$ cat src/rtl/ofm_requant_packer.sv
// Drains the 16-bit OFM buffer after the array finishes, requantizes each element to
// 8 bits (rounding shift, optional ReLU, saturation) and emits 16-lane packed words.

module ofm_requant_lane #(
  parameter int DATA_WIDTH = 8
) (
  input  logic                  clk,
  input  logic                  rst_n,
  input  logic                  we,
  input  logic [DATA_WIDTH-1:0] d,
  output logic [DATA_WIDTH-1:0] q
);
  always_ff @(posedge clk or negedge rst_n) begin
    if (!rst_n)  q <= '0;
    else if (we) q <= d;
  end
endmodule

module ofm_requant_packer #(
  parameter int DATA_WIDTH  = 8,
  parameter int INOUT_WIDTH = 128,
  parameter int OFM_SIZE    = 32,
  parameter int NO_FILTER   = 32,
  parameter int ADDR_WIDTH  = 15,
  parameter int WADDR_WIDTH = 11
) (
  input  logic                    clk,
  input  logic                    rst_n,
  input  logic                    start,
  input  logic [3:0]              cfg_shift,
  input  logic                    cfg_relu,
  output logic                    ofm_rd_en,
  output logic [ADDR_WIDTH-1:0]   ofm_rd_addr,
  input  logic [2*DATA_WIDTH-1:0] ofm_rd_data,
  output logic                    out_valid,
  input  logic                    out_ready,
  output logic [INOUT_WIDTH-1:0]  out_data,
  output logic [WADDR_WIDTH-1:0]  out_addr,
  output logic                    busy,
  output logic                    done
);
  localparam int LANES    = INOUT_WIDTH / DATA_WIDTH;
  localparam int LW       = $clog2(LANES);
  localparam int OW       = 2 * DATA_WIDTH;
  localparam int NO_ELEM  = OFM_SIZE * OFM_SIZE * NO_FILTER;
  localparam int NO_WORDS = NO_ELEM / LANES;
  localparam logic [ADDR_WIDTH-1:0]  ELEM_LAST = ADDR_WIDTH'(NO_ELEM - 1);
  localparam logic [WADDR_WIDTH-1:0] WORD_LAST = WADDR_WIDTH'(NO_WORDS - 1);
  localparam logic signed [OW:0] SAT_MAX = $signed({{(OW-DATA_WIDTH+2){1'b0}}, {(DATA_WIDTH-1){1'b1}}});
  localparam logic signed [OW:0] SAT_MIN = $signed({{(OW-DATA_WIDTH+2){1'b1}}, {(DATA_WIDTH-1){1'b0}}});

  typedef enum logic [2:0] {IDLE, FILL, WAIT, HOLD, DONE} state_t;
  typedef struct packed {
    logic [3:0] shift;
    logic       relu;
  } cfg_t;

  state_t                              state, state_nxt;
  cfg_t                                cfg;
  logic [LW-1:0]                       lane, lane_d;
  logic [WADDR_WIDTH-1:0]              word;
  logic [ADDR_WIDTH-1:0]               elem;
  logic                                rd_vld;
  logic [DATA_WIDTH-1:0]               q8;
  logic [LANES-1:0][DATA_WIDTH-1:0]    lane_q;
  logic signed [OW:0]                  xe, sum, yr;
  logic [OW:0]                         rnd;

  always_ff @(posedge clk or negedge rst_n) begin
    if (!rst_n) state <= IDLE;
    else        state <= state_nxt;
  end

  always_comb begin
    state_nxt = state;
    case (state)
      IDLE: if (start) state_nxt = FILL;
      FILL: if (lane == LW'(LANES - 1)) state_nxt = WAIT;
      WAIT: state_nxt = HOLD;
      HOLD: if (out_ready) state_nxt = (word == WORD_LAST) ? DONE : FILL;
      DONE: state_nxt = IDLE;
      default: state_nxt = IDLE;
    endcase
  end

  // elem runs continuously across words and parks on the last element
  always_ff @(posedge clk or negedge rst_n) begin
    if (!rst_n) begin
      cfg    <= '0;
      lane   <= '0;
      lane_d <= '0;
      word   <= '0;
      elem   <= '0;
      rd_vld <= 1'b0;
    end else begin
      rd_vld <= (state == FILL);
      lane_d <= lane;
      case (state)
        IDLE: if (start) begin
          cfg  <= '{shift: cfg_shift, relu: cfg_relu};
          word <= '0;
          elem <= '0;
          lane <= '0;
        end
        FILL: begin
          lane <= lane + LW'(1);
          if (elem != ELEM_LAST) elem <= elem + ADDR_WIDTH'(1);
        end
        HOLD: if (out_ready && word != WORD_LAST) word <= word + WADDR_WIDTH'(1);
        default: ;
      endcase
    end
  end

  // Round-half-up shift in OW+1 bits so the rounding add cannot overflow
  always_comb begin
    xe  = $signed({ofm_rd_data[OW-1], ofm_rd_data});
    rnd = (cfg.shift == 4'd0) ? '0 : ({{OW{1'b0}}, 1'b1} << (cfg.shift - 4'd1));
    sum = xe + $signed(rnd);
    yr  = sum >>> cfg.shift;
    if (cfg.relu && yr[OW]) yr = '0;
    if (yr > SAT_MAX)      q8 = {1'b0, {(DATA_WIDTH-1){1'b1}}};
    else if (yr < SAT_MIN) q8 = {1'b1, {(DATA_WIDTH-1){1'b0}}};
    else                   q8 = yr[DATA_WIDTH-1:0];
  end

  for (genvar k = 0; k < LANES; k++) begin : g_lane
    ofm_requant_lane #(.DATA_WIDTH(DATA_WIDTH)) u_lane (
      .clk   (clk),
      .rst_n (rst_n),
      .we    (rd_vld && (lane_d == LW'(k))),
      .d     (q8),
      .q     (lane_q[k])
    );
  end

  assign ofm_rd_en   = (state == FILL);
  assign ofm_rd_addr = (state == FILL) ? elem : '0;
  assign out_valid   = (state == HOLD);
  assign out_data    = (state == HOLD) ? lane_q : '0;
  assign out_addr    = (state == HOLD) ? word : '0;
  assign busy        = (state != IDLE);
  assign done        = (state == DONE);
endmodule

$ cat config.mk
export PLATFORM = sky130hd
export DESIGN_NAME = ofm_requant_packer
export DESIGN_NICKNAME = d
export VERILOG_FILES = /design/src/rtl/ofm_requant_packer.sv
export SDC_FILE = /design/constraint.sdc
export NUM_CORES = 1
export LEC_CHECK = 0
export CELL_PAD_IN_SITES_DETAIL_PLACEMENT = 1
export CELL_PAD_IN_SITES_GLOBAL_PLACEMENT = 2
export CORE_AREA = 2 2 179 181
export CTS_CLUSTER_SIZE = 40
export DETAILED_ROUTE_END_ITERATION = 7
export DIE_AREA = 0 0 181 183
export GPL_TIMING_DRIVEN = 0
export PLACE_DENSITY = 0.83
export SLEW_MARGIN = 20
export SYNTH_ARGS = -nofsm -noshare
export SYNTH_HDL_FRONTEND = slang
export SYNTH_SLANG_ARGS = --single-unit
$ cat constraint.sdc
create_clock -name clk -period 5.72 [get_ports clk]
set_input_delay 0.858 -clock clk [delete_from_list [all_inputs] [get_ports clk]]
set_output_delay 0.858 -clock clk [all_outputs]
set_load 0.02 [all_outputs]
### After elaboration in Yosys (flattened, before gate mapping)

Index checks and enable logic that the tools add are counted.

| storage, ports and cells | value |
|---|---|
| flip-flop bits (word level) | 171 |
| input bits | 25 |
| output and inout bits | 158 |
| word-level logic and storage cells | 110 |

| cells by class | value |
|---|---|
| add/subtract/negate cells | 5 |
| order comparisons | 2 |
| equality and inequality tests | 28 |
| shifts and indexed selects | 2 |
| muxes and demuxes | 20 |
| reduce and logical (&&, ||, !) cells | 29 |

Operator list:

| kind | count |
|---|---|
| 128-bit 2-to-1 mux | 1 |
| 15-bit 2-to-1 mux | 3 |
| 4-bit == test, second input constant | 9 |
| 17-bit 2-to-1 mux | 2 |
| 11-bit 2-to-1 mux | 3 |
| 15-bit case mux with 2 select lines | 1 |
| 11-bit case mux with 2 select lines | 1 |
| 1-bit logical AND | 18 |
| 16-bit by 17-bit adder with 17-bit output | 1 |
| 17-bit by 8-bit > comparator with 1-bit output, second input constant | 1 |
| 17-bit by 8-bit < comparator with 1-bit output, second input constant | 1 |
| 1-bit by 4-bit << shifter with 17-bit output, first input constant | 1 |
| 17-bit by 4-bit >>> shifter with 17-bit output | 1 |
| 4-bit by 3-bit == test with 1-bit output, second input constant | 4 |
| 8-bit 2-to-1 mux | 2 |
| 15-bit by 1-bit adder with 15-bit output, second input constant | 1 |
| 15-bit != test, second input constant | 1 |
| 3-bit 2-to-1 mux | 4 |
| 3-bit case mux with 4 select lines | 1 |
| 11-bit by 1-bit adder with 11-bit output, second input constant | 1 |
| 11-bit == test, second input constant | 1 |
| 11-bit != test, second input constant | 1 |
| 3-bit AND reduction | 3 |
| 4-bit by 2-bit == test with 1-bit output, second input constant | 2 |
| 15 further kinds | 22 |

### Logic depth before layout (Yosys ltp)

Gate-level depths: netlist of run 1.

| depth | value |
|---|---|
| word-level depth | 10 |
| mapped depth | 19 |

### Modules after synthesis

From an unflattened synthesis of run 1, not the netlist that was laid out.

| unflattened totals | value |
|---|---|
| cell total of the unflattened synthesis | 989 |
| area, all modules | 10503.8 µm² |

By module, submodules not included:

| module | times used | cells each | area each (µm²) | seq. area each (µm²) |
|---|---|---|---|---|
| ofm_requant_lane | 16 | 17 | 331.6 | 200.2 |
| ofm_requant_packer | 1 | 717 | 5198.7 | 1076.0 |

### Worst setup path before layout of run 1

OpenSTA, ideal clock, no wires.

| path | value |
|---|---|
| kind | register to register |
| from | register cfg[3] (netlist name) |
| to | register g_lane[1].u_lane.q[2] |
| arrival | 4.236 ns |
| data required time | 5.595 ns |
| path slack | 1.359 ns |
| cell stages (with the launch flop) | 20 |
| buffers on the path | 3 |
| period minus slack after synthesis | 4.361 ns |
| cell sequence | dfrtp_1 -> inv_1 -> clkbuf_1 -> nand2_1 -> nor2_1 -> ha_1 -> inv_1 -> fa_1 -> nand2b_1 -> a21oi_1 -> o221ai_1 -> and2_1 -> buf_4 -> xor2_2 -> mux2i_1 -> a311oi_4 -> o31ai_4 -> a32o_2 -> buf_6 -> mux2_4 |

| between the ends | value |
|---|---|
| word-level cells in the longest chain between the ends | 10 |
| elaborated cells between the ends (all ways) | 12 |
| those cells by class | 2 x add/sub; 2 x order compare; 2 x shift; 4 x mux; 2 x reduce/logical |

RTL lines:

| item | RTL line | source |
|---|---|---|
| from (decl) | 59 | `cfg_t cfg;` |
| from (signal assigned) | 100 | `cfg <= '{shift: cfg_shift, relu: cfg_relu};` |
| 4-bit by 1-bit subtractor with 4-bit output | 118 | `rnd = (cfg.shift == 4'd0) ? '0 : ({{OW{1'b0}}, 1'b1} << (cfg.shift - 4'd1));` |
| 1-bit by 4-bit << shifter with 17-bit output | 118 |  |
| 17-bit 2-to-1 mux | 118 |  |
| 16-bit by 17-bit adder with 17-bit output | 119 | `sum = xe + $signed(rnd);` |
| 17-bit by 4-bit >>> shifter with 17-bit output * | 120 | `yr = sum >>> cfg.shift;` |
| 1-bit logical AND | 121 | `if (cfg.relu && yr[OW]) yr = '0;` |
| 17-bit 2-to-1 mux * | 121 |  |
| 17-bit by 8-bit < comparator with 1-bit output | 123 | `else if (yr < SAT_MIN) q8 = {1'b1, {(DATA_WIDTH-1){1'b0}}};` |
| 8-bit 2-to-1 mux | 123 |  |
| 8-bit 2-to-1 mux * | 122 | `if (yr > SAT_MAX) q8 = {1'b0, {(DATA_WIDTH-1){1'b1}}};` |
| to (signal assigned) | 14 | `if (!rst_n) q <= '0;` |
| to (signal assigned) | 15 | `else if (we) q <= d;` |
| to (decl) | 11 | `output logic [DATA_WIDTH-1:0] q` |

Mark *: on every way between the ends. The rest lies on a longest branch, timed or not.
A chain may end at the register's enable or synchronous reset.

### Worst setup path in the final report of run 1

| path | value |
|---|---|
| from | register cfg[3] (netlist name) |
| to | register g_lane[2].u_lane.q[3] |

| between the ends | value |
|---|---|
| word-level cells in the longest chain between the ends | 10 |
| elaborated cells between the ends (all ways) | 12 |
| those cells by class | 2 x add/sub; 2 x order compare; 2 x shift; 4 x mux; 2 x reduce/logical |

RTL lines:

| item | RTL line |
|---|---|
| 4-bit by 1-bit subtractor with 4-bit output | 118 |
| 1-bit by 4-bit << shifter with 17-bit output | 118 |
| 17-bit 2-to-1 mux | 118 |
| 16-bit by 17-bit adder with 17-bit output | 119 |
| 17-bit by 4-bit >>> shifter with 17-bit output * | 120 |
| 1-bit logical AND | 121 |
| 17-bit 2-to-1 mux * | 121 |
| 17-bit by 8-bit < comparator with 1-bit output | 123 |
| 8-bit 2-to-1 mux | 123 |
| 8-bit 2-to-1 mux * | 122 |
| to (signal assigned) | 14 |
| to (signal assigned) | 15 |
| to (decl) | 11 |

Marked as above.

==> summary.md, run 1 <==
| Metric | Value |
|---|---|
| Status | `completed` |
| Placement Cell Area | `around 0.012 mm2` |
| Starting density of the core | `0.314` |
| Setup violators final | `0` |
| Fin nets | `about 1,300` |
| Die Span Y | `183 um` |
| Drt pass-1 iters | `5` |
| Worst Path Class, Setup | `reg2reg` |
| Root Buffer Master | `clkbuf_16` |
| Cell Chain, Critical Path | `clkbuf_1 -> clkbuf_2 -> nand2_1 -> nor2_1 -> ha_1 -> clkbuf_1 -> nand4_1 -> nor4_1 -> or3_1 -> a21oi_1 -> nor4_2 -> o31ai_1 -> o211ai_4 -> nand3_2 -> buf_2 -> a21oi_1` |
| PortBufs | `around 180` |
| Final GP Congestion | `0.865` |
| P&R area growth vs syn | `30.4%` |
| Area contributors post-synth | `dfrtp_1 44%, and2_1 9.1%, a21oi_1 6.9%` |
| Clk_skew | `0.0165 ns` |
| PwrDens | `502 mW/mm2` |
| First-pass GRT wire length | `52,000 um` |
| LEAKAGE | `0.00528 uW` |
| H-tree levels | `4` |
| Synth Register Bits | `171` |
| Fraction of layout cells with a size suffix above 1 | `0.0893` |
| Overall Power | `6420 uW` |
| Row Count | `65` |
| Final Hold Vio Count | `0` |
| CP Launch Type | `flip-flop` |
| R2r startpoint | `cfg[3]` |
| DR DRC count | `0` |
| Worst-Skew Late Latency | `0.43 ns` |
| Longest Clk Path Bufs | `2` |
| Critical path capture point type | `flip-flop` |
| Top-area cell type share of the netlist area | `0.436` |
| ANT nets after route | `0` |
| DRT Wirelength | `32,500 um` |
| Pre-CTS WS | `-0.0741 ns` |
| Synth cell types | `76` |
| Achievable Freq | `between 150 and 200 MHz` |
| GRT Resource Usage Total | `0.200` |
| Post-DP HPWL | `roughly 24,000 um` |
| Post-Place Cells | `1,680` |
| Syn. warnings | `0` |
| CORE AREA | `0.0312 mm2` |
| Top_reg_cell synth | `dfrtp_1` |
| Final core occ | `0.410` |
| Final setup margin | `0.385 ns` |
| Number of global-route vias before repair | `9,132` |
| Critical Path AT | `5.68 ns` |
| Relative slew margins | `0.308` |
| Post-Syn Area per Cell | `8.97 um2` |
| Slew @ Worst Pin | `slightly above 1 ns` |
| Clk pin slew, worst setup/hold paths | `0.07 ns` |
| Number of CTS-inserted buffers | `17` |
| N_diodes | `0` |
| Via/cell ratio | `5.10` |
| Asr flop ratio synth | `1.00` |
| Total grt overflow | `0` |
| CP peak stage delay | `0.58 ns` |
| Post-layout instance area | `between 0.01 and 0.015 mm2` |
| WP data required | `6.07 ns` |
| Tmin final | `5.33 ns` |
| Gate Count Post-Synth | `1,095` |
| Max-slew violation count | `0` |
| Worst Hold Class | `in2async` |
| Max-cap violation count | `0` |
| Sequential fraction of the synthesis area | `0.436` |
| Slowest-stage cell, CP | `nor4_2` |
| Syn nets | `1,140` |
| CP startpoint | `cfg[3]` |
| Die ar. | `0.0331 mm2` |
| CTS tree | `done` |
| Fin crit share | `0.933` |
| Number of synthesized flops with an enable pin | `0` |
| # IOs | `183` |
| RSZ-0062 raised after global routing | `no` |
| Mapped Area | `0.00982 mm2` |
| Largest net degree at the start of global routing | `~90` |
| Detailed-route via count | `around 8,700` |
| Crit Path Max Fanout | `10` |
| Final Non-Filler Cells | `1,712` |
| Die Wd | `between 150 and 200 um` |
| Worst VDD drop | `0.219 mV` |
| WL per Instance | `19.0 um` |
| Antenna violations before repair | `0` |
| Clock Sinks | `between 150 and 200` |
| Yosys top cell by area | `dfrtp_1` |
| Initial DRC count | `546` |
routing by layer:
metal / global-route usage / up-vias / share of wire
met3: 0.0304 / 18 / 0.042
li1: - / 4194 / -
met1: 0.279 / 4315 / 0.48
met4: 0.0390 / 0 / 0.0099
met5: 0 / - / 0
met2: 0.332 / 196 / 0.47
kinds of logic after synthesis:
kind of cell	count (synthesis)	synth area share
xor gates and xnor gates	31	0.0311
muxes	36	0.0492
DFF	171	0.436
and+or+nand+nor	510	0.262
adders and majority gates	20	0.0262
buffers and inverters	69	0.0303
other	1	0.000382
AOI/OAI and AO/OA	257	0.165
registers in the layout, summed over array words and instances, names as in the netlist:
register         cells
cfg                  5
elem                15
g_lane.u_lane.q    128
lane                 4
lane_d               4
rd_vld               1
state                3
word                11
cell usage in the layout, fill, tap and decap left out, types with 14 or more instances in the layout:
| cell type | instances |
|---|---|
| dfrtp_1 | 171 |
| clkbuf_16 | 17 |
| nor2_1 | 176 |
| o21ai_0 | 42 |
| a21oi_1 | 135 |
| a21oi_2 | 14 |
| inv_1 | 15 |
| and3_1 | 22 |
| clkbuf_1 | 32 |
| and2_1 | 143 |
| ha_1 | 19 |
| xor2_1 | 21 |
| nand2_1 | 87 |
| clkdlybuf4s50_1 | 181 |
| nand3_1 | 22 |
what timing repair did:
| action | CTS | global route |
|---|---|---|
| resized for setup | 1 | 9 |
| pin swaps | 0 | 1 |
| hold buffers | 0 | 0 |
| buffers inserted | 0 | 1 |
| endpoints found under the setup margin | 44 | 101 |
cell usage after synthesis, types with 8 or more instances:
library cell	n
nand3_1	22
mux2_4	10
nor2_1	176
o21ai_0	42
and2_1	143
ha_1	19
a211oi_1	12
and3_1	22
buf_2	13
xor2_1	21
nand2_1	87
mux2_2	8
mux2i_1	13
clkbuf_1	35
a21oi_2	14
nand4_1	11
dfrtp_1	171
a21oi_1	135
inv_1	15
through the flow:
stage | TNS [ns] | hold WS, ns
final | 0 | 0.385
after global routing | 0 | 0.431
after CTS | 0 | 0.415
after detailed placement | -1.19 | 0.437
after global placement | -589.27 | 0.425
after floorplan | 0 | 0.399
cell type report:
class / instances / area, um2
clock buffer: 18 / 429
clock inverter: 14 / 146
multi-input combinational: 855 / 5270
inverter: 15 / 56.3
fill: 3658 / 18400
buffer: 53 / 241
sequential: 171 / 4280
tap: 402 / 503
timing repair buffer: 184 / 1870
worst max-delay path: cells and delay by family, from the launching register on:
family / cells / cell delay (ns)
adders and majority gates: 1 / 0.17
DFF: 1 / 0.42
and+or+nand+nor: 7 / 2.29
buffers and inverters: 4 / 1.47
AOI/OAI and AO/OA: 4 / 0.88
final timing paths:
kind | cells past startpoint | to | slack [ns]
setup / recovery | 16 | g_lane[2].u_lane.q[3] | 0.39
hold / removal | 1 | g_lane[11].u_lane.q[2] | 0.39
setup reg to reg | 16 | g_lane[2].u_lane.q[3] | 0.39
hold reg to reg | 0 | lane_d[1] | 0.44
max in group asynchronous | 2 | g_lane[1].u_lane.q[2] | 4.47
min in group clk | 0 | lane_d[1] | 0.44
report_power, final:
part	switching (uW)	internal, uW	leakage [uW]
combinational	2040	1170	0.00296
sequential	342	1730	0.00203
clock	546	585	0.000285
total	2930	3490	0.00528
No activity file was read; power rests on OpenSTA's default activity.
==> run 2: changes to the inputs <==
--- a/config.mk
+++ b/config.mk
@@ -11,7 +11,6 @@
 export CTS_CLUSTER_SIZE = 40
 export DETAILED_ROUTE_END_ITERATION = 7
 export DIE_AREA = 0 0 181 183
-export GPL_TIMING_DRIVEN = 0
 export PLACE_DENSITY = 0.83
 export SLEW_MARGIN = 20
 export SYNTH_ARGS = -nofsm -noshare
==> summary.md, run 2 (synthesis gave the netlist of run 1 again) <==
| Metric | Value |
|---|---|
| Post-layout instance area | `0.0127 mm2 (was 0.0128 mm2)` |
| Antenna violations before repair | `0 (unchanged)` |
| Crit Path Max Fanout | `16 (was 10)` |
| Part of the power in combinational logic | `0.494 (was 0.501)` |
| Number of buffers added for setup after CTS | `0 (unchanged)` |
| Die Wd | `181 um (unchanged)` |
| Detailed-route via count | `8,733 (was 8,723)` |
| Fillers | `3,590 (was 3,658)` |
| Clk pin slew, worst setup/hold paths | `0.07 ns (about the same)` |
| Biggest register | `g_lane.u_lane.q (unchanged)` |
| DR DRC count | `0 (unchanged)` |
| Worst-Skew Late Latency | `0.43 ns (about the same)` |
| RSZ-0062 raised after global routing | `no (unchanged)` |
| Worst Path Class, Setup | `in2reg (was reg2reg)` |
| Worst Hold Launch | `lane[1]` |
| Crit-path leading delay family | `compound AO/OA/AOI/OAI gates (was simple AND/OR/NAND/NOR gates)` |
| Worst Hold Class | `reg2reg (was in2async)` |
| Final Hold Vio Count | `0 (unchanged)` |
| Pre-CTS WS | `0.357 ns (was -0.0741 ns)` |
| Critical path capture point type | `flip-flop (unchanged)` |
| Fin crit share | `0.871 (was 0.933)` |
| P_int | `3570 uW (was 3490 uW)` |
| Initial DRC count | `450 (was 546)` |
| PwrDens | `505 mW/mm2 (was 502 mW/mm2)` |
| Drt pass-1 iters | `4 (was 5)` |
| Most frequent cells in the layout | `181 x clkdlybuf4s50_1, 175 x nor2_1, 171 x dfrtp_1 (was 181 x clkdlybuf4s50_1, 176 x nor2_1, 171 x dfrtp_1)` |
| CORE AREA | `0.0312 mm2 (unchanged)` |
| Post-DP HPWL | `23,700 um (was 24,300 um)` |
| Max-cap violation count | `0 (unchanged)` |
| CP startpoint | `ofm_rd_data[0] (was cfg[3])` |
| Capturing point of the worst reg2reg path | `g_lane[10].u_lane.q[2] (was g_lane[2].u_lane.q[3])` |
| Die Span Y | `183 um (unchanged)` |
| P&R area growth vs syn | `29.7% (was 30.4%)` |
| Setup violators final | `0 (unchanged)` |
| Slew @ Worst Pin | `0.979 ns (was 1.03 ns)` |
| Final setup margin | `0.740 ns (was 0.385 ns)` |
| CP peak stage delay | `0.59 ns (was 0.58 ns)` |
| N_diodes | `0 (unchanged)` |
| H-tree levels | `4 (unchanged)` |
| Register-to-Register Path Depth | `16 (unchanged)` |
| Largest register FFs | `128 (unchanged)` |
| Tmin final | `4.98 ns (was 5.33 ns)` |
| Reg2reg setup slack | `0.76 ns (was 0.39 ns)` |
| Biggest regs | `g_lane.u_lane.q (128), elem (15), word (11) (unchanged)` |
| Longest Clk Path Bufs | `2 (unchanged)` |
| Worst VDD drop | `0.241 mV (was 0.219 mV)` |
| Cts repair resizes | `0 (was 1)` |
| LEAKAGE | `0.00527 uW (was 0.00528 uW)` |
| Root Buffer Master | `clkbuf_16 (unchanged)` |
| Via/cell ratio | `5.17 (was 5.10)` |
| Clock Sinks | `171 (unchanged)` |
| Die ar. | `0.0331 mm2 (unchanged)` |
| Largest net degree at the start of global routing | `100 (was 91)` |
| CTS tree | `done (unchanged)` |
| R2r startpoint | `cfg[4] (was cfg[3])` |
| DRT Wirelength | `32,200 um (was 32,500 um)` |
| Number of CTS-inserted buffers | `17 (unchanged)` |
| Psw | `2860 uW (was 2930 uW)` |
| First-pass GRT wire length | `52,700 um (was 52,000 um)` |
| PortBufs | `182 (unchanged)` |
| Max-slew violation count | `0 (unchanged)` |
| Fin Setup TNS | `0 ns (unchanged)` |
| Buffer and inverter count on the worst path | `2 (was 4)` |
| Relative slew margins | `0.342 (was 0.308)` |
| Slowest-stage cell, CP | `a32o_2 (was nor4_2)` |
| WL per Instance | `19.1 um (was 19.0 um)` |
| Row Count | `65 (unchanged)` |
| Fraction of layout cells with a size suffix above 1 | `0.0964 (was 0.0893)` |
| Cell Chain, Critical Path | `clkdlybuf4s50_1 -> ha_1 -> inv_1 -> fa_1 -> nand2b_1 -> a21o_1 -> a2111oi_2 -> or4_1 -> a21oi_1 -> nor4b_2 -> a311oi_2 -> o31ai_4 -> a32o_2 -> mux2_2 (was clkbuf_1 -> clkbuf_2 -> nand2_1 -> nor2_1 -> ha_1 -> clkbuf_1 -> nand4_1 -> nor4_1 -> or3_1 -> a21oi_1 -> nor4_2 -> o31ai_1 -> o211ai_4 -> nand3_2 -> buf_2 -> a21oi_1)` |
| Placement Cell Area | `0.0122 mm2 (about the same)` |
| Hold Buf Count CTS | `0 (unchanged)` |
| Reg power frac | `0.329 (was 0.323)` |
| Hold Path End | `lane_d[1]` |
| Crit path depth | `14 (was 16)` |
| GRT Resource Usage Total | `0.200 (about the same)` |
| Final core occ | `0.408 (was 0.410)` |
| Clk_skew | `0.0155 ns (was 0.0165 ns)` |
| Hold Path Depth | `0` |
| Switching Share | `0.445 (was 0.456)` |
| Total grt overflow | `0 (unchanged)` |
| WP data required | `6.09 ns (was 6.07 ns)` |
| Most common cell after layout, fill and taps aside | `clkdlybuf4s50_1 (unchanged)` |
| Number of global-route vias before repair | `9,172 (was 9,132)` |
| # IOs | `183 (unchanged)` |
| Fin nets | `1,318 (was 1,342)` |
| Final GP Congestion | `0.856 (was 0.865)` |
| Status | `completed (unchanged)` |
| CP Launch Type | `input port (was flip-flop)` |
| ANT nets after route | `0 (unchanged)` |
| Critical Path AT | `5.35 ns (was 5.68 ns)` |
| Share of total power in the clock network | `0.177 (was 0.176)` |
| Achievable Freq | `201 MHz (was 187 MHz)` |
| Starting density of the core | `0.314 (unchanged)` |
## run 2: cell types whose count changed in the layout (fill, tap and decap cells not counted), sizes merged
cell / previous run / this run
buf: 22 / 32
clkinv: 5 / 4
clkinvlp: 0 / 2
bufinv: 0 / 1
clkbuf: 52 / 20
inv: 24 / 20
## run 2: routing by layer
layer,track usage,part of all wire,vias to the layer above
met2,0.331,0.48,196
met5,0,0,-
met3,0.0355,0.040,19
li1,-,-,4147
met1,0.275,0.47,4371
met4,0.0413,0.010,0
## run 2: power groups by stage
| stage | registers [uW] | clock network, uW | logic, uW |
|---|---|---|---|
| after floorplan | 1950 | 0 | 2130 |
| after global placement | 2120 | 0 | 3090 |
| after detailed placement | 2140 | 0 | 3160 |
| after CTS | 2120 | 1170 | 3190 |
| after global routing | 2190 | 1220 | 3510 |
| final | 2110 | 1140 | 3180 |
## run 2: cell type report
cell class                      count  area, um2  share of cell area
Tap cell                          402        503              0.0395
Clock buffer                       20        447              0.0351
Timing Repair Buffer              213       2070               0.162
Multi-Input combinational cell    855       5250               0.412
Sequential cell                   171       4280               0.336
Inverter                           15       56.3             0.00442
Clock inverter                     12        130              0.0102
## run 2: worst max path at each step
stage                                        end
after detailed placement  g_lane[10].u_lane.q[2]
after global placement    g_lane[10].u_lane.q[2]
after floorplan            g_lane[1].u_lane.q[2]
after CTS                 g_lane[10].u_lane.q[2]
final                     g_lane[10].u_lane.q[2]
after global routing       g_lane[9].u_lane.q[2]
## run 2: through the flow
step / std cells / hold WS, ns / power, uW
finish: 1688 / 0.444 / 6430
global route: 1688 / 0.473 / 6920
CTS: 1688 / 0.444 / 6480
detailed placement: 1656 / 0.428 / 5300
global placement: 1656 / 0.431 / 5220
floorplan: 1095 / 0.399 / 4080
==> run 3: changes to the inputs <==
--- a/config.mk
+++ b/config.mk
@@ -5,6 +5,7 @@
 export SDC_FILE = /design/constraint.sdc
 export NUM_CORES = 1
 export LEC_CHECK = 0
+export CAP_MARGIN = 40
 export CELL_PAD_IN_SITES_DETAIL_PLACEMENT = 1
 export CELL_PAD_IN_SITES_GLOBAL_PLACEMENT = 2
 export CORE_AREA = 2 2 179 181
@@ -12,6 +13,7 @@
 export DETAILED_ROUTE_END_ITERATION = 7
 export DIE_AREA = 0 0 181 183
 export PLACE_DENSITY = 0.83
+export SETUP_SLACK_MARGIN = 0.5
 export SLEW_MARGIN = 20
 export SYNTH_ARGS = -nofsm -noshare
 export SYNTH_HDL_FRONTEND = slang
==> summary.md, run 3 (synthesis gave the netlist of run 1 again) <==
| Metric | Value |
|---|---|
| Status | `completed (unchanged)` |
| Drt pass-1 iters | `5 (was 4)` |
| Post-DP HPWL | `23,800 um (was 23,700 um)` |
| Register-to-Register Path Depth | `16 (unchanged)` |
| RSZ-0062 raised after global routing | `no (unchanged)` |
| Fraction of layout cells with a size suffix above 1 | `0.100 (was 0.0964)` |
| WL per Instance | `19.0 um (was 19.1 um)` |
| Fin Setup TNS | `0 ns (unchanged)` |
| Fin crit share | `0.837 (was 0.871)` |
| Slew @ Worst Pin | `0.796 ns (was 0.979 ns)` |
| Most frequent cells in the layout | `181 x clkdlybuf4s50_1, 175 x nor2_1, 171 x dfrtp_1 (unchanged)` |
| Clk_skew | `0.0115 ns (was 0.0155 ns)` |
| Total grt overflow | `0 (unchanged)` |
| Detailed-route via count | `8,666 (was 8,733)` |
| Die ar. | `0.0331 mm2 (unchanged)` |
| H-tree levels | `4 (unchanged)` |
| Row Count | `65 (unchanged)` |
| FF/Latch Area | `0.00428 mm2 (unchanged)` |
| Tmin final | `4.79 ns (was 4.98 ns)` |
| Clock Sinks | `171 (unchanged)` |
| LEAKAGE | `0.00530 uW (was 0.00527 uW)` |
| Largest register FFs | `128 (unchanged)` |
| CORE AREA | `0.0312 mm2 (unchanged)` |
| Slowest-stage cell, CP | `o31ai_4 (was a32o_2)` |
| Root Buffer Master | `clkbuf_16 (unchanged)` |
| Number of global-route vias before repair | `9,149 (was 9,172)` |
| Clk pin slew, worst setup/hold paths | `0.07 ns (about the same)` |
| Max-slew violation count | `0 (unchanged)` |
| Critical Path AT | `5.16 ns (was 5.35 ns)` |
| # IOs | `183 (unchanged)` |
| P&R area growth vs syn | `30.2% (was 29.7%)` |
| Relative slew margins | `0.464 (was 0.342)` |
| Capturing point of the worst reg2reg path | `g_lane[10].u_lane.q[2] (unchanged)` |
| PortBufs | `182 (unchanged)` |
| CP Launch Type | `flip-flop (was input port)` |
| Hold Buf Count CTS | `0 (unchanged)` |
| WP data required | `6.09 ns (about the same)` |
| Starting density of the core | `0.314 (unchanged)` |
| Placement Cell Area | `0.0122 mm2 (about the same)` |
| Final Hold Vio Count | `0 (unchanged)` |
| R2r startpoint | `cfg[4] (unchanged)` |
| Final setup margin | `0.932 ns (was 0.740 ns)` |
| Via/cell ratio | `5.13 (was 5.17)` |
| Post-layout instance area | `0.0128 mm2 (was 0.0127 mm2)` |
| Critical path capture point type | `flip-flop (unchanged)` |
| Final GP Congestion | `0.856 (unchanged)` |
| Largest net degree at the start of global routing | `100 (unchanged)` |
| Longest Clk Path Bufs | `2 (unchanged)` |
| Number of buffers added for setup after CTS | `0 (unchanged)` |
| PwrDens | `504 mW/mm2 (was 505 mW/mm2)` |
| Max-cap violation count | `0 (unchanged)` |
| Fin nets | `1,322 (was 1,318)` |
| Antenna violations before repair | `0 (unchanged)` |
| Initial DRC count | `500 (was 450)` |
| GRT Resource Usage Total | `0.200 (about the same)` |
| Cell Chain, Critical Path | `inv_1 -> nand2_1 -> nor2_1 -> ha_1 -> inv_1 -> fa_1 -> nand2b_1 -> a21o_1 -> a2111oi_2 -> or4_1 -> a21oi_1 -> nor4b_2 -> a311oi_2 -> o31ai_4 -> a32o_4 -> mux2_2 (was clkdlybuf4s50_1 -> ha_1 -> inv_1 -> fa_1 -> nand2b_1 -> a21o_1 -> a2111oi_2 -> or4_1 -> a21oi_1 -> nor4b_2 -> a311oi_2 -> o31ai_4 -> a32o_2 -> mux2_2)` |
| Cts repair resizes | `0 (unchanged)` |
| CP peak stage delay | `0.48 ns (was 0.59 ns)` |
| Pre-CTS WS | `0.391 ns (was 0.357 ns)` |
| Biggest register | `g_lane.u_lane.q (unchanged)` |
| ANT nets after route | `0 (unchanged)` |
| Buffer and inverter count on the worst path | `2 (unchanged)` |
| Worst Hold Class | `in2async (was reg2reg)` |
| Achievable Freq | `209 MHz (was 201 MHz)` |
| DRT Wirelength | `32,200 um (about the same)` |
| CP dominant cell by count | `inv_1` |
| Worst-Skew Late Latency | `0.43 ns (about the same)` |
| Die Span Y | `183 um (unchanged)` |
| Die Wd | `181 um (unchanged)` |
| Final hold slack | `0.241 ns (was 0.444 ns)` |
| Fillers | `3,599 (was 3,590)` |
| Setup violators final | `0 (unchanged)` |
| Crit Path Max Fanout | `16 (unchanged)` |
| Worst Path Class, Setup | `reg2reg (was in2reg)` |
| Worst VDD drop | `0.257 mV (was 0.241 mV)` |
| CTS tree | `done (unchanged)` |
| Most common cell after layout, fill and taps aside | `clkdlybuf4s50_1 (unchanged)` |
| DR DRC count | `0 (unchanged)` |
| Reg2reg setup slack | `0.93 ns (was 0.76 ns)` |
| Multi-input logic area | `0.00527 mm2 (was 0.00525 mm2)` |
| Crit-path leading delay family | `compound AO/OA/AOI/OAI gates (unchanged)` |
| Biggest regs | `g_lane.u_lane.q (128), elem (15), word (11) (unchanged)` |
| Number of CTS-inserted buffers | `17 (unchanged)` |
| First-pass GRT wire length | `52,700 um (unchanged)` |
| N_diodes | `0 (unchanged)` |
## run 3: worst register-to-register path: stages, from the launching register on
cell       delay (ns)
dfrtp_1          0.37
inv_1            0.18
nand2_1          0.20
nor2_1           0.16
ha_1             0.20
inv_1            0.07
fa_1             0.40
nand2b_1         0.21
a21o_1           0.22
a2111oi_2        0.44
or4_1            0.30
a21oi_1          0.11
nor4b_2          0.47
a311oi_2         0.23
o31ai_4          0.48
a32o_4           0.47
mux2_2           0.21
## run 3: report_power, final
| group | switching (uW) | internal, uW |
|---|---|---|
| sequential | 374 | 1730 |
| combinational | 1970 | 1220 |
| clock | 518 | 620 |
| total | 2860 | 3580 |
## run 3: cell type report
cell class	instances	area share
Clock inverter	12	0.0103
Inverter	15	0.00440
Sequential cell	171	0.335
Timing Repair Buffer	217	0.165
Multi-Input combinational cell	855	0.412
Clock buffer	18	0.0343
Tap cell	402	0.0393
## run 3: per-stage QoR
stage / utilization / power [uW] / std cells
after global routing: 0.409 / 6940 / 1690
after detailed placement: 0.390 / 5310 / 1659
after CTS: 0.409 / 6470 / 1689
after floorplan: - / 4080 / 1095
final: 0.409 / 6440 / 1690
after global placement: 0.389 / 5220 / 1656
## run 3: worst max path at each step
stage / slack (ns) / end / cells past startpoint / start
2_1_floorplan: 1.36 / g_lane[1].u_lane.q[2] / 19 / cfg[3]
3_3_place_gp: 0.58 / g_lane[10].u_lane.q[2] / 14 / ofm_rd_data[0]
3_5_place_dp: 0.39 / g_lane[10].u_lane.q[2] / 14 / ofm_rd_data[0]
4_1_cts: 0.82 / g_lane[10].u_lane.q[2] / 16 / cfg[4]
5_1_grt: 0.55 / g_lane[6].u_lane.q[6] / 17 / cfg[4]
6_report: 0.93 / g_lane[10].u_lane.q[2] / 16 / cfg[4]
## run 3: per-layer routing
metal | share of wire | up-vias | GRT usage | wire length, um
met5 | 0 | - | 0 | 0
met4 | 0.010 | 0 | 0.0442 | 335
met3 | 0.040 | 26 | 0.0322 | 1280
met2 | 0.47 | 194 | 0.329 | 15300
met1 | 0.48 | 4304 | 0.280 | 15300
li1 | - | 4142 | - | -
